## src/rtl/mm_pkg.sv

```systemverilog
// Shared definitions for the Montgomery multiplier job scheduler:
// FSM encoding and sizing helpers used to derive counter and index widths.
package mm_pkg;

    typedef enum logic [1:0] {
        ST_IDLE = 2'd0,
        ST_RUN  = 2'd1,
        ST_DONE = 2'd2
    } state_t;

    function automatic int clog2(input int n);
        int r;
        r = 0;
        while ((1 << r) < n) r++;
        return r;
    endfunction

    function automatic int nwords(input int k, input int w);
        return k / w + 1;
    endfunction

    function automatic int word_cyc(input int w);
        return w / 2 - 1;
    endfunction

endpackage

```

## src/rtl/mm_rr_arb2.sv

```systemverilog
// Two-way round-robin arbiter; the pointer remembers the last owner and
// is only advanced when that owner's job completes.
module mm_rr_arb2 (
    input  logic       CLK,
    input  logic       RST_N,
    input  logic [1:0] req,
    input  logic       upd,
    input  logic       upd_id,
    output logic [1:0] win
);

    logic rr;

    // rr starts at 1 so requester 0 wins the first tie
    always_ff @(posedge CLK or negedge RST_N) begin
        if (!RST_N)   rr <= 1'b1;
        else if (upd) rr <= upd_id;
    end

    always_comb begin
        win = req;
        if (req == 2'b11) win = rr ? 2'b01 : 2'b10;
    end

endmodule

```

## src/rtl/mm_job_sched.sv

```systemverilog
// Job scheduler for the radix-4 Montgomery core: grants one requester, paces
// operand slots across all passes and captures the serial S result words.
// state | meaning
// IDLE  | core held in reset, arbitrate pending requests
// RUN   | core enabled, operand feed and result capture running
// DONE  | one-cycle completion pulse, core reset, arbiter pointer update
module mm_job_sched
    import mm_pkg::*;
#(
    parameter int K       = 1024,
    parameter int W       = 16,
    parameter int LAMDA   = 1,
    parameter int STALL   = 0,
    parameter int RES_LAT = 200,
    localparam int NWORDS   = nwords(K, W),
    localparam int WORD_CYC = word_cyc(W),
    localparam int SLOTS    = NWORDS + STALL,
    localparam int IW       = clog2(NWORDS),
    localparam int LW       = clog2(LAMDA) + 1
) (
    input  logic          CLK,
    input  logic          RST_N,
    input  logic [1:0]    req,
    output logic [1:0]    gnt,
    output logic [1:0]    done,
    output logic          busy,
    output logic          core_en,
    output logic          feed_stb,
    output logic          feed_pad,
    output logic [IW-1:0] word_idx,
    output logic [LW-1:0] lamda_idx,
    input  logic [W-1:0]  core_s,
    output logic          res_we,
    output logic [IW-1:0] res_idx,
    output logic [W-1:0]  res_data
);

    localparam int TOTAL = LAMDA * SLOTS;
    localparam int SW    = clog2(SLOTS + 1);
    localparam int SLW   = clog2(TOTAL + 1);
    localparam int FTW   = clog2(WORD_CYC + 1);
    localparam int RTW   = clog2(((RES_LAT > WORD_CYC) ? RES_LAT : WORD_CYC) + 1);

    localparam logic [IW-1:0]  IDX_LAST  = IW'(NWORDS - 1);
    localparam logic [SW-1:0]  S_LAST    = SW'(SLOTS - 1);
    localparam logic [SW-1:0]  S_PAD     = SW'(NWORDS);
    localparam logic [SLW-1:0] SLOT_END  = SLW'(TOTAL);
    localparam logic [SLW-1:0] SLOT_LAST = SLW'(TOTAL - 1);
    localparam logic [FTW-1:0] FT_LOAD   = FTW'(WORD_CYC - 1);
    localparam logic [RTW-1:0] RT_LAT    = RTW'(RES_LAT);
    localparam logic [RTW-1:0] RT_WORD   = RTW'(WORD_CYC - 1);

    state_t         state;
    logic           owner;
    logic [1:0]     win;
    logic [SLW-1:0] slot;
    logic [SW-1:0]  s_cnt;
    logic [SW-1:0]  s_inc;
    logic [FTW-1:0] feed_tc;
    logic [RTW-1:0] res_tc;
    logic [IW-1:0]  wr_cnt;

    assign s_inc = s_cnt + 1'b1;

    mm_rr_arb2 u_arb (
        .CLK    (CLK),
        .RST_N  (RST_N),
        .req    (req),
        .upd    (state == ST_DONE),
        .upd_id (owner),
        .win    (win)
    );

    always_ff @(posedge CLK or negedge RST_N) begin
        if (!RST_N) begin
            state     <= ST_IDLE;
            owner     <= 1'b0;
            gnt       <= '0;
            done      <= '0;
            busy      <= 1'b0;
            core_en   <= 1'b0;
            feed_stb  <= 1'b0;
            feed_pad  <= 1'b0;
            word_idx  <= '0;
            lamda_idx <= '0;
            res_we    <= 1'b0;
            res_idx   <= '0;
            res_data  <= '0;
            slot      <= '0;
            s_cnt     <= '0;
            feed_tc   <= '0;
            res_tc    <= '0;
            wr_cnt    <= '0;
        end else begin
            done   <= '0;
            res_we <= 1'b0;
            case (state)
                ST_IDLE: begin
                    if (|req) begin
                        state     <= ST_RUN;
                        owner     <= win[1];
                        gnt       <= win;
                        busy      <= 1'b1;
                        core_en   <= 1'b1;
                        feed_stb  <= 1'b1;
                        feed_pad  <= 1'b0;
                        word_idx  <= '0;
                        lamda_idx <= '0;
                        res_idx   <= '0;
                        slot      <= '0;
                        s_cnt     <= '0;
                        feed_tc   <= FT_LOAD;
                        res_tc    <= RT_LAT;
                        wr_cnt    <= '0;
                    end
                end
                ST_RUN: begin
                    // feed_tc counts down to the start of the next operand slot
                    if (feed_tc == '0) begin
                        feed_tc <= FT_LOAD;
                        if (slot != SLOT_END) slot <= slot + 1'b1;
                        if (slot < SLOT_LAST) begin
                            feed_stb <= 1'b1;
                            if (s_cnt == S_LAST) begin
                                s_cnt     <= '0;
                                word_idx  <= '0;
                                feed_pad  <= 1'b0;
                                lamda_idx <= lamda_idx + 1'b1;
                            end else begin
                                s_cnt    <= s_inc;
                                word_idx <= (s_inc == S_PAD) ? IDX_LAST : IW'(s_inc);
                                feed_pad <= (s_inc == S_PAD);
                            end
                        end else begin
                            feed_stb <= 1'b0;
                        end
                    end else begin
                        feed_tc  <= feed_tc - 1'b1;
                        feed_stb <= 1'b0;
                    end

                    if (res_tc == '0) begin
                        res_tc   <= RT_WORD;
                        res_we   <= 1'b1;
                        res_data <= core_s;
                        res_idx  <= wr_cnt;
                        wr_cnt   <= wr_cnt + 1'b1;
                    end else begin
                        res_tc <= res_tc - 1'b1;
                    end

                    if (res_we && res_idx == IDX_LAST) begin
                        state    <= ST_DONE;
                        done     <= gnt;
                        gnt      <= '0;
                        busy     <= 1'b0;
                        core_en  <= 1'b0;
                        feed_stb <= 1'b0;
                    end
                end
                ST_DONE: state <= ST_IDLE;
                default: state <= ST_IDLE;
            endcase
        end
    end

endmodule

```

## config.mk

```make
export PLATFORM = sky130hd
export DESIGN_NAME = mm_job_sched
export DESIGN_NICKNAME = d
export VERILOG_FILES = /design/src/rtl/mm_pkg.sv /design/src/rtl/mm_rr_arb2.sv /design/src/rtl/mm_job_sched.sv
export SDC_FILE = /design/constraint.sdc
export NUM_CORES = 1
export LEC_CHECK = 0
export BUFFER_PORTS_ARGS = -buffer_cell sky130_fd_sc_hd__buf_2
export CAP_MARGIN = 20
export CORE_MARGIN = 3
export CORE_UTILIZATION = 34
export CTS_BUF_LIST = sky130_fd_sc_hd__clkbuf_4 sky130_fd_sc_hd__clkbuf_8 sky130_fd_sc_hd__clkbuf_16
export DETAILED_ROUTE_END_ITERATION = 10
export SLEW_MARGIN = 20
export SYNTH_ARGS = -nofsm -noshare
export SYNTH_HDL_FRONTEND = slang
export SYNTH_SLANG_ARGS = --single-unit
```

## constraint.sdc

```tcl
create_clock -name CLK -period 1.8 [get_ports CLK]
set_input_delay 0 -clock CLK [delete_from_list [all_inputs] [get_ports CLK]]
set_output_delay 0 -clock CLK [all_outputs]
set_load 0.02 [all_outputs]
```

Word level (Yosys, flattened, before mapping)
Cells that the tools add are included.

Flip-flop bits (word level): 75. Input bits: 20.

Add/sub/neg operators: 6. Reduce and logical (&&, ||, !) cells: 15. Equality and inequality tests: 14. Mux-type cells: 51. Order comparisons: 1.

Operator list (number): 7-bit two-way mux (12); 7-bit case mux with 2 select lines (5); 7-bit by 1-bit adder with 7-bit output, second input constant (3); 7-bit equality test, second input constant (3); 2-bit two-way mux (8); 8-bit two-way mux (2); 8-bit case mux with 2 select lines (1); 1-bit two-way mux (14); 2-bit != test, second input constant (7); 8-bit logical NOT (1); 1-bit case mux with 2 select lines (4); 2-bit case mux with 2 select lines (2); 2-bit AND reduction (4); 4-bit AND reduction (2); 8-bit by 1-bit subtractor with 8-bit output, second input constant (1); 7-bit < comparator, second input constant (1); 7-bit != test, second input constant (1); 3-bit two-way mux (2); 3-bit case mux with 2 select lines (1); 3-bit AND reduction (2); 5-bit AND reduction (1); 2-bit equality test, second input constant (2); 3-bit logical NOT (1); 3-bit by 1-bit subtractor with 3-bit output, second input constant (1); other kinds (6) (6).

Logic depth before layout (Yosys ltp)
Gate-level depths: netlist (run 1).

Depth in word-level cells: 7. Mapped depth: 7.

By module
A second synthesis (run 1) with hierarchy kept.

Cell total of the unflattened synthesis: 370. Area, all modules: 3530.9 um2.

Modules (own cells, without submodules): mm_job_sched (instances 1, area an instance 3469.6 um2, cells each 364, seq. area each 1851.8 um2); mm_rr_arb2 (instances 1, area an instance 61.3 um2, cells each 6, seq. area each 26.3 um2).

Worst setup path after synthesis (run 1)
OpenSTA, ideal clock, no wires.

Path kind: reg2reg. From: register feed_tc[0]. To: register word_idx[5]. Library setup time: 0.070 ns. Data required time: 1.730 ns. Cell stages (with the launch flop): 7. Buffers on the path: 0. Setup slack: -0.134 ns. Arrival: 1.864 ns. Path through: dfrtp_1 > inv_1 > ha_1 > or3b_2 > a211oi_1 > o21ai_0 > nand2_1.

Longest elaborated chain between the ends: 3.

RTL lines: from (decl) (RTL line mm_job_sched.sv:59) `logic [FTW-1:0] feed_tc;`; from (signal assigned) (RTL line mm_job_sched.sv:138) `feed_tc <= feed_tc - 1'b1;`; 3-bit logical NOT (RTL line mm_job_sched.sv:119) `if (feed_tc == '0) begin`; 2-bit != test (no line); 4-bit AND reduction (no line); to (signal assigned) (RTL line mm_job_sched.sv:131) `word_idx <= (s_inc == S_PAD) ? IDX_LAST : IW'(s_inc);`; to (decl) (RTL line mm_job_sched.sv:30) `output logic [IW-1:0] word_idx,`.

No other way between the ends. A chain may end at the register's enable or synchronous reset.

Worst setup path in the final report (run 1)
From: register s_cnt[1]. To: register word_idx[4].

Longest elaborated chain between the ends: 7. Elaborated cells on any way between the ends: 8. Those cells by class: 1 x add/sub; 2 x eq/ne; 5 x mux.

RTL lines: from (decl) (RTL line mm_job_sched.sv:57) `logic [SW-1:0] s_cnt;`; from (signal assigned) (RTL line mm_job_sched.sv:130) `s_cnt <= s_inc;`; 7-bit by 1-bit adder with 7-bit output (RTL line mm_job_sched.sv:63) `assign s_inc = s_cnt + 1'b1;`; 7-bit equality test (RTL line mm_job_sched.sv:131); 7-bit two-way mux (RTL line mm_job_sched.sv:131); 7-bit two-way mux * (RTL line mm_job_sched.sv:124) `if (s_cnt == S_LAST) begin`; 7-bit two-way mux * (RTL line mm_job_sched.sv:122) `if (slot < SLOT_LAST) begin`; 7-bit two-way mux * (RTL line mm_job_sched.sv:119); 7-bit case mux with 2 select lines * (RTL line mm_job_sched.sv:97) `case (state)`.

Every way passes the cells marked *; elsewhere a longest branch is shown, timed or not. The select of a mux whose other input is x is not followed.

==> metrics.md, run 1 <==
| Metric | Value |
|---|---|
| Worst Hold Class | `in2async` |
| Outcome | `finished, violations left` |
| Max_cap viols | `0` |
| Design area | `0.00483 mm^2` |
| DP Wirelength | `5.94 mm` |
| Synth-to-Final Area Change | `37.6%` |
| Crit path max-delay family | `simple AND/OR/NAND/NOR gates` |
| Top cells by count, synth | `dfrtp_1, nand2_1, o21ai_0` |
| Global-route wire length before repair | `14.0 mm` |
| Ys async rst share | `100%` |
| Sw frac | `28.9%` |
| Initial drt markers | `175` |
| Psw | `1.14 mW` |
| Top cells by area, synth | `dfrtp_1, mux2_2, nand2_1` |
| Antenna-violating nets left | `0` |
| Mapped Area | `0.00351 mm^2` |
| Number of synthesized register bits | `75` |
| TritonCTS Buffers | `9` |
| Synth top area share | `52.7%` |
| Die X | `108 um` |
| CTS tree | `done` |
| CP peak stage delay | `0.47 ns` |
| WL per Instance | `14.5 um` |
| Reg clk slew, reported paths | `0.08 ns` |
| Cells after Synth | `339` |
| Slew @ Worst Pin | `0.642 ns` |
| Yosys warns | `0` |
| RD Place Congestion | `0.854` |
| Clk_lat worst skew | `0.35 ns` |
| Post-synth EDFFs | `0` |
| Final worst setup slack | `-0.0120 ns` |
| Lkg Pwr | `2.31 nW` |
| Setup-failing EPs final | `3` |
| Cell Count, Final, Fillers Out | `602` |
| Critical path class | `reg2reg` |
| Setup TNS | `-0.0249 ns` |
| Achievable clock frequency | `552 MHz` |
| Area of the die | `0.0116 mm^2` |
| Post-Synth Adder-Cell Area | `3.21%` |
| Synth Area in XOR/XNOR | `0.998%` |
| Period utilisation layout | `101%` |
| CP arrival | `2.05 ns` |
| Failing checks | `setup timing` |
| Final #Nets | `493` |
| Largest family of logic cells by synthesized area | `simple AND/OR/NAND/NOR gates` |
| Syn avg cell area | `10.4 um^2` |
| Most common cell in the netlist | `dfrtp_1` |
| RSZ-0062 raised after global routing | `true` |
| Detailed Route WL | `8.73 mm` |
| Pwr dens | `820 mW/mm^2` |
| Placeable Area | `0.00991 mm^2` |
| Largest net degree at the start of global routing | `30` |
| Worst vdd ir | `0.421 mV` |
| Clock power share | `32.0%` |
| Vias in the first global route | `2,925` |
| Ant. Diodes | `0` |
| Synth Area in Compound Gates | `13.8%` |
| Vias per cell | `5.10` |
| Critical-path cell list | `inv_1, ha_2, or4b_4, o211ai_1, nor2_1, a21o_1` |
| Starting density of the core | `35.4%` |
| Fin Clk Skew | `0.0134 ns` |
| Root Driver | `clkbuf_8` |
| Final Critical Period | `1.81 ns` |
| Simple-gate share of the synthesized area | `18.7%` |
| Post-synthesis sequential area ratio | `53.5%` |
| Multiplexer share of the synthesized area | `6.38%` |
| Worst-path fanout max | `4` |
| Placed Instance Area | `0.00424 mm^2` |
| # port buffers | `59` |
| Internal power | `2.82 mW` |
| I/O pin count | `60` |
| DR pass1 iterations | `5` |
| Synthesized Nets | `368` |
| Aggregate global routing overflow | `0` |
| Row Count | `36` |
| Htree depth | `3` |
| Final Hold Fails | `0` |
| Chip height | `108 um` |
| Total GRT Usage | `15.5%` |
| Sequential share of power | `49.4%` |
| Initial antenna violation count | `0` |
| Synth cell types | `49` |
| Comb power frac | `18.6%` |
| Slew HR | `56.9%` |
| Synth area leader | `dfrtp_1` |
| Clk sinks | `75` |
| Cells after DPL | `556` |
| Hold WS | `0.0926 ns` |
| DRC violations left | `0` |
| CP required | `2.04 ns` |
| CP Launch Type | `flop` |
| Slowest CP cell | `or4b_4` |
| Layout cells sized above 1 | `37.3%` |
| Ys flop type | `dfrtp_1` |
| WP buf/inv | `1` |
| CP Capture Type | `flop` |
| Via count | `3,072` |
| CTS Buffer Depth | `2` |
| Max-slew violation total from the final report | `0` |
registers in the layout, summed over array words and instances (netlist names), 3 cells and up:
name	count
s_cnt	7
slot	7
res_data	16
word_idx	7
feed_tc	3
res_idx	7
res_tc	8
wr_cnt	7
worst paths after layout:
kind                                   from           to  slack [ns]  cells past startpoint
worst min-delay path                  RST_N  res_data[3]        0.09                      2
worst max-delay path               s_cnt[1]  word_idx[4]       -0.01                      6
max in group asynchronous             RST_N    wr_cnt[1]        1.10                      3
min in group CLK                  core_s[0]  res_data[0]        0.41                      3
worst min register to register  word_idx[5]  word_idx[5]        0.47                      2
worst max register to register     s_cnt[1]  word_idx[4]       -0.01                      6
layout make-up:
class                   count  area, um^2
fillers                   930        5080
flip-flops and latches     75        1880
multi-input cells         236        1670
repair buffers            126         867
well taps                 133         166
clock buffers               9         124
clock inverters             7        67.6
inverters                  16        60.1
per-layer routing:
metal | up-vias | global-route usage [%] | routed length (um)
li1 | 1478 | - | -
met1 | 1521 | 20.3 | 3960
met2 | 60 | 24.4 | 4300
met3 | 13 | 2.10 | 259
met4 | 0 | 9.02 | 208
met5 | - | 0 | 0
placed cells by master (no fill, tap or decap), drive strengths merged, types with 5 or more instances in the layout:
cell / count
dfrtp: 74
clkbuf: 9
ha: 9
dlygate4sd3: 20
or3: 6
nand2: 43
a211o: 6
inv: 17
clkinv: 5
o31ai: 6
a21oi: 14
buf: 106
nor2: 13
mux2: 19
or4: 8
a31oi: 5
o21ai: 27
nand3: 19
power by group through the flow:
stage                     logic, mW  clock network, mW  registers, mW
after CTS                     0.714               1.31           1.96
after detailed placement      0.679                  0           1.99
after floorplan               0.340                  0           2.05
final                         0.739               1.27           1.96
after global placement        0.665                  0           1.99
after global routing          0.827               1.38           1.99
logic make-up after synthesis:
logic type	after synthesis
compound gates	77
simple gates	124
buf+inv	30
mux	20
flops	75
xor+xnor	4
fa+ha+maj	9
metrics by stage:
stage               setup WS (ns)  total power, mW  util, %
floorplan                 -0.0131             2.39        -
global placement          -0.0306             2.65     42.8
detailed placement        -0.0481             2.67     42.8
CTS                     -0.000233             3.98     47.3
global route              -0.0851             4.19     48.8
finish                    -0.0120             3.96     48.8
timing repair:
| item | in CTS | in global routing |
|---|---|---|
| hold buffers | 20 | 0 |
| gates resized for setup | 8 | 21 |
| cloned | 1 | 1 |
| endpoints found under the hold margin | 93 | 0 |
| setup endpoints to repair | 12 | 47 |
| pin swaps | 8 | 13 |
| setup buffers | 1 | 7 |
(Power assumes the default switching activity.)
==> inputs of run 2 (changes only) <==
--- a/config.mk
+++ b/config.mk
@@ -5,6 +5,7 @@
 export SDC_FILE = /design/constraint.sdc
 export NUM_CORES = 1
 export LEC_CHECK = 0
+export ABC_AREA = 1
 export BUFFER_PORTS_ARGS = -buffer_cell sky130_fd_sc_hd__buf_2
 export CAP_MARGIN = 20
 export CORE_MARGIN = 3
==> run 2 against run 1 <==
Net effect:
- the flow now finishes without violations
- hold slack better by 0.10 ns
- largest cell class unchanged
- die area increased by 3.6%
- clock power barely moved
- critical path type unchanged
- clock-buffer cell count is 4 higher
- critical endpoint is now res_idx[1]
- cell count up 11%
- sequential share of layout area is 2.7 points higher
==> metrics.md, run 2 <==
| Metric | Value |
|---|---|
| Synth area leader | `dfrtp_1 (unchanged)` |
| Most common cell in the netlist | `nand2_1 (was dfrtp_1)` |
| Initial antenna violation count | `0 (unchanged)` |
| Aggregate global routing overflow | `0 (unchanged)` |
| Syn avg cell area | `8.25 um^2 (was 10.4 um^2)` |
| Detailed Route WL | `7.77 mm (was 8.73 mm)` |
| CP required | `2.03 ns (was 2.04 ns)` |
| Root Driver | `clkbuf_8 (unchanged)` |
| Slew @ Worst Pin | `0.577 ns (was 0.642 ns)` |
| Critical-path cell list | `inv_1, ha_1, nand3_1, nor3_4, nand2_2, buf_4, nand3_1, nand2_1 (was inv_1, ha_2, or4b_4, o211ai_1, nor2_1, a21o_1)` |
| TritonCTS Buffers | `9 (unchanged)` |
| DR pass1 iterations | `4 (was 5)` |
| Pwr dens | `675 mW/mm^2 (was 820 mW/mm^2)` |
| Largest net degree at the start of global routing | `46 (was 30)` |
| Simple-gate share of the synthesized area | `29.6% (was 18.7%)` |
| Via count | `3,109 (was 3,072)` |
| Synth top area share | `50.8% (was 52.7%)` |
| WP buf/inv | `2 (was 1)` |
| Vias in the first global route | `2,965 (was 2,925)` |
| Sequential share of power | `55.3% (was 49.4%)` |
| Worst-case setup slack after placement | `0.207 ns (was -0.0481 ns)` |
| Clock power share | `41.7% (was 32.0%)` |
| Initial drt markers | `142 (was 175)` |
| Top cells by count, synth | `nand2_1, dfrtp_1, nand3_1 (was dfrtp_1, nand2_1, o21ai_0)` |
| Global-route wire length before repair | `13.7 mm (was 14.0 mm)` |
| Reg clk slew, reported paths | `0.08 ns (about the same)` |
| Final worst setup slack | `0.196 ns (was -0.0120 ns)` |
| CP most frequent cell | `nand3_1` |
| CP Capture Type | `flop (unchanged)` |
| Power Total | `3.05 mW (was 3.96 mW)` |
| Synth Area in XOR/XNOR | `2.16% (was 0.998%)` |
| Vias per cell | `4.65 (was 5.10)` |
| CP arrival | `1.84 ns (was 2.05 ns)` |
| Clk sinks | `75 (unchanged)` |
| Achievable clock frequency | `624 MHz (was 552 MHz)` |
| Max-slew violation total from the final report | `0 (unchanged)` |
| Yosys warns | `0 (unchanged)` |
| Synthesized Nets | `471 (was 368)` |
| I/O pin count | `60 (unchanged)` |
| Crit path max-delay family | `simple AND/OR/NAND/NOR gates (unchanged)` |
| Leading registers by flop count | `res_data (16), res_tc (8) (unchanged)` |
| RD Place Congestion | `0.838 (was 0.854)` |
| Final Critical Period | `1.60 ns (was 1.81 ns)` |
| Layout cells sized above 1 | `19.5% (was 37.3%)` |
| Area of the die | `0.0120 mm^2 (was 0.0116 mm^2)` |
| CP peak stage delay | `0.36 ns (was 0.47 ns)` |
| Worst vdd ir | `0.434 mV (was 0.421 mV)` |
| Psw | `666 uW (was 1.14 mW)` |
| Comb power frac | `3.1% (was 18.6%)` |
| Chip height | `110 um (was 108 um)` |
| Final #Nets | `556 (was 493)` |
| Synth cell types | `36 (was 49)` |
| Worst Hold Class | `in2async (unchanged)` |
| Worst-path fanout max | `17 (was 4)` |
| Largest register FFs | `16 (unchanged)` |
| Design area | `0.00452 mm^2 (was 0.00483 mm^2)` |
| Post-synth EDFFs | `0 (unchanged)` |
| # port buffers | `59 (unchanged)` |
| Post-Synth Adder-Cell Area | `3.09% (was 3.21%)` |
| Synth Area in Compound Gates | `6.59% (was 13.8%)` |
| Ys async rst share | `100% (unchanged)` |
| CTS Buffer Depth | `2 (unchanged)` |
| Most frequent cells in the layout | `nand2_1, dfrtp_1, buf_2 (was dfrtp_1, buf_2, buf_4)` |
| Mapped Area | `0.00364 mm^2 (was 0.00351 mm^2)` |
| Slowest CP cell | `dfrtp_1 (was or4b_4)` |
| Placeable Area | `0.0104 mm^2 (was 0.00991 mm^2)` |
| Row Count | `37 (was 36)` |
| Top cells by area, synth | `dfrtp_1, nand2_1, nand3_1 (was dfrtp_1, mux2_2, nand2_1)` |
| Fin Clk Skew | `0.0130 ns (was 0.0134 ns)` |
| CP Launch Type | `flop (unchanged)` |
| Period utilisation layout | `89.1% (was 101%)` |
| Die X | `110 um (was 108 um)` |
| Starting density of the core | `35.1% (was 35.4%)` |
| Outcome | `finished, final reports clean (was finished, violations left)` |
| Max_cap viols | `0 (unchanged)` |
| RSZ-0062 raised after global routing | `false (was true)` |
| CTS tree | `done (unchanged)` |
| WL per Instance | `11.6 um (was 14.5 um)` |
| Largest register by flop count | `res_data (unchanged)` |
| Slew HR | `61.5% (was 56.9%)` |
| Lkg Pwr | `2.33 nW (was 2.31 nW)` |
| Internal power | `2.38 mW (was 2.82 mW)` |
| Largest family of logic cells by synthesized area | `simple AND/OR/NAND/NOR gates (unchanged)` |
| Sw frac | `21.9% (was 28.9%)` |
| Total GRT Usage | `14.3% (was 15.5%)` |
| DP Wirelength | `5.31 mm (was 5.94 mm)` |
| Htree depth | `3 (unchanged)` |
| Final Hold Fails | `0 (unchanged)` |
| Setup-failing EPs final | `0 (was 3)` |
| Placed Instance Area | `0.00411 mm^2 (was 0.00424 mm^2)` |
| Post-synthesis sequential area ratio | `51.5% (was 53.5%)` |
| DRC violations left | `0 (unchanged)` |
| Cells after Synth | `442 (was 339)` |
| Critical path class | `reg2reg (unchanged)` |
| Synth-to-Final Area Change | `23.9% (was 37.6%)` |
| Ys flop type | `dfrtp_1 (unchanged)` |
| Setup TNS | `0 ns (was -0.0249 ns)` |
| Antenna-violating nets left | `0 (unchanged)` |
| Leading cell type in the layout, fill and taps excluded | `nand2_1 (was dfrtp_1)` |
| Multiplexer share of the synthesized area | `0.275% (was 6.38%)` |
| Ant. Diodes | `0 (unchanged)` |
| Number of synthesized register bits | `75 (unchanged)` |
| Clk_lat worst skew | `0.35 ns (about the same)` |
==> run 2: logic make-up after synthesis <==
group	Yosys count
and+or+nand+nor	251
DFF	75
buffers and inverters	56
AOI/OAI and AO/OA	41
xor gates and xnor gates	9
adders and majority gates	9
muxes	1
==> run 2: cell type report <==
cell class              instances  area (um^2)
fillers                      1029         5850
flip-flops and latches         75         1880
multi-input cells             311         1530
repair buffers                 88          576
clock buffers                  13          179
well taps                     136          170
inverters                      42          160
clock inverters                 3         20.0
==> run 2: worst paths after layout <==
| check | cells past startpoint | end | slack [ns] | startpoint |
|---|---|---|---|---|
| max | 8 | res_idx[1] | 0.20 | res_tc[0] |
| min | 2 | slot[1] | 0.19 | RST_N |
| max reg2reg | 8 | res_idx[1] | 0.20 | res_tc[0] |
| min reg2reg | 2 | feed_pad | 0.48 | feed_pad |
| max in group asynchronous | 3 | res_data[7] | 1.04 | RST_N |
| min in group CLK | 4 | res_data[15] | 0.38 | core_s[15] |
==> run 2: worst reg2reg max path, cell delays in order (launching register included) <==
cell and delay, ns:
dfrtp_1 0.36, inv_1 0.12, ha_1 0.16, nand3_1 0.13, nor3_4 0.18, nand2_2 0.17
buf_4 0.24, nand3_1 0.08, nand2_1 0.05
==> run 2: timing repair <==
item,4_1_cts,5_1_grt
resized for setup,0,3
setup buffers,0,1
setup endpoints to repair,0,11
hold buffers,19,0
endpoints found under the hold margin,61,0
==> run 2: routing by layer <==
| metal | GRT usage [%] | part of all wire [%] | up-vias |
|---|---|---|---|
| met5 | 0 | 0 | - |
| met1 | 18.5 | 47 | 1451 |
| met2 | 22.9 | 47 | 75 |
| li1 | - | - | 1575 |
| met4 | 4.45 | 1.1 | 0 |
| met3 | 4.35 | 5.3 | 8 |
==> run 2: power by group through the flow <==
| stage | sequential (mW) | combinational [mW] | clock (mW) |
|---|---|---|---|
| final | 1.68 | 0.0931 | 1.27 |
| after detailed placement | 1.72 | 0.0658 | 0 |
| after global routing | 1.68 | 0.107 | 1.41 |
| after CTS | 1.68 | 0.0968 | 1.32 |
| after floorplan | 1.72 | 0.00196 | 0 |
| after global placement | 1.72 | 0.0653 | 0 |
==> run 2: metrics by stage <==
| stage | util (%) | cells | hold WS (ns) |
|---|---|---|---|
| 2_1_floorplan | - | 442 | -0.296 |
| 3_3_place_gp | 39.6 | 632 | 0.0486 |
| 3_5_place_dp | 39.6 | 632 | 0.0513 |
| 4_1_cts | 43.4 | 667 | 0.203 |
| 5_1_grt | 43.5 | 668 | 0.247 |
| 6_report | 43.5 | 668 | 0.194 |
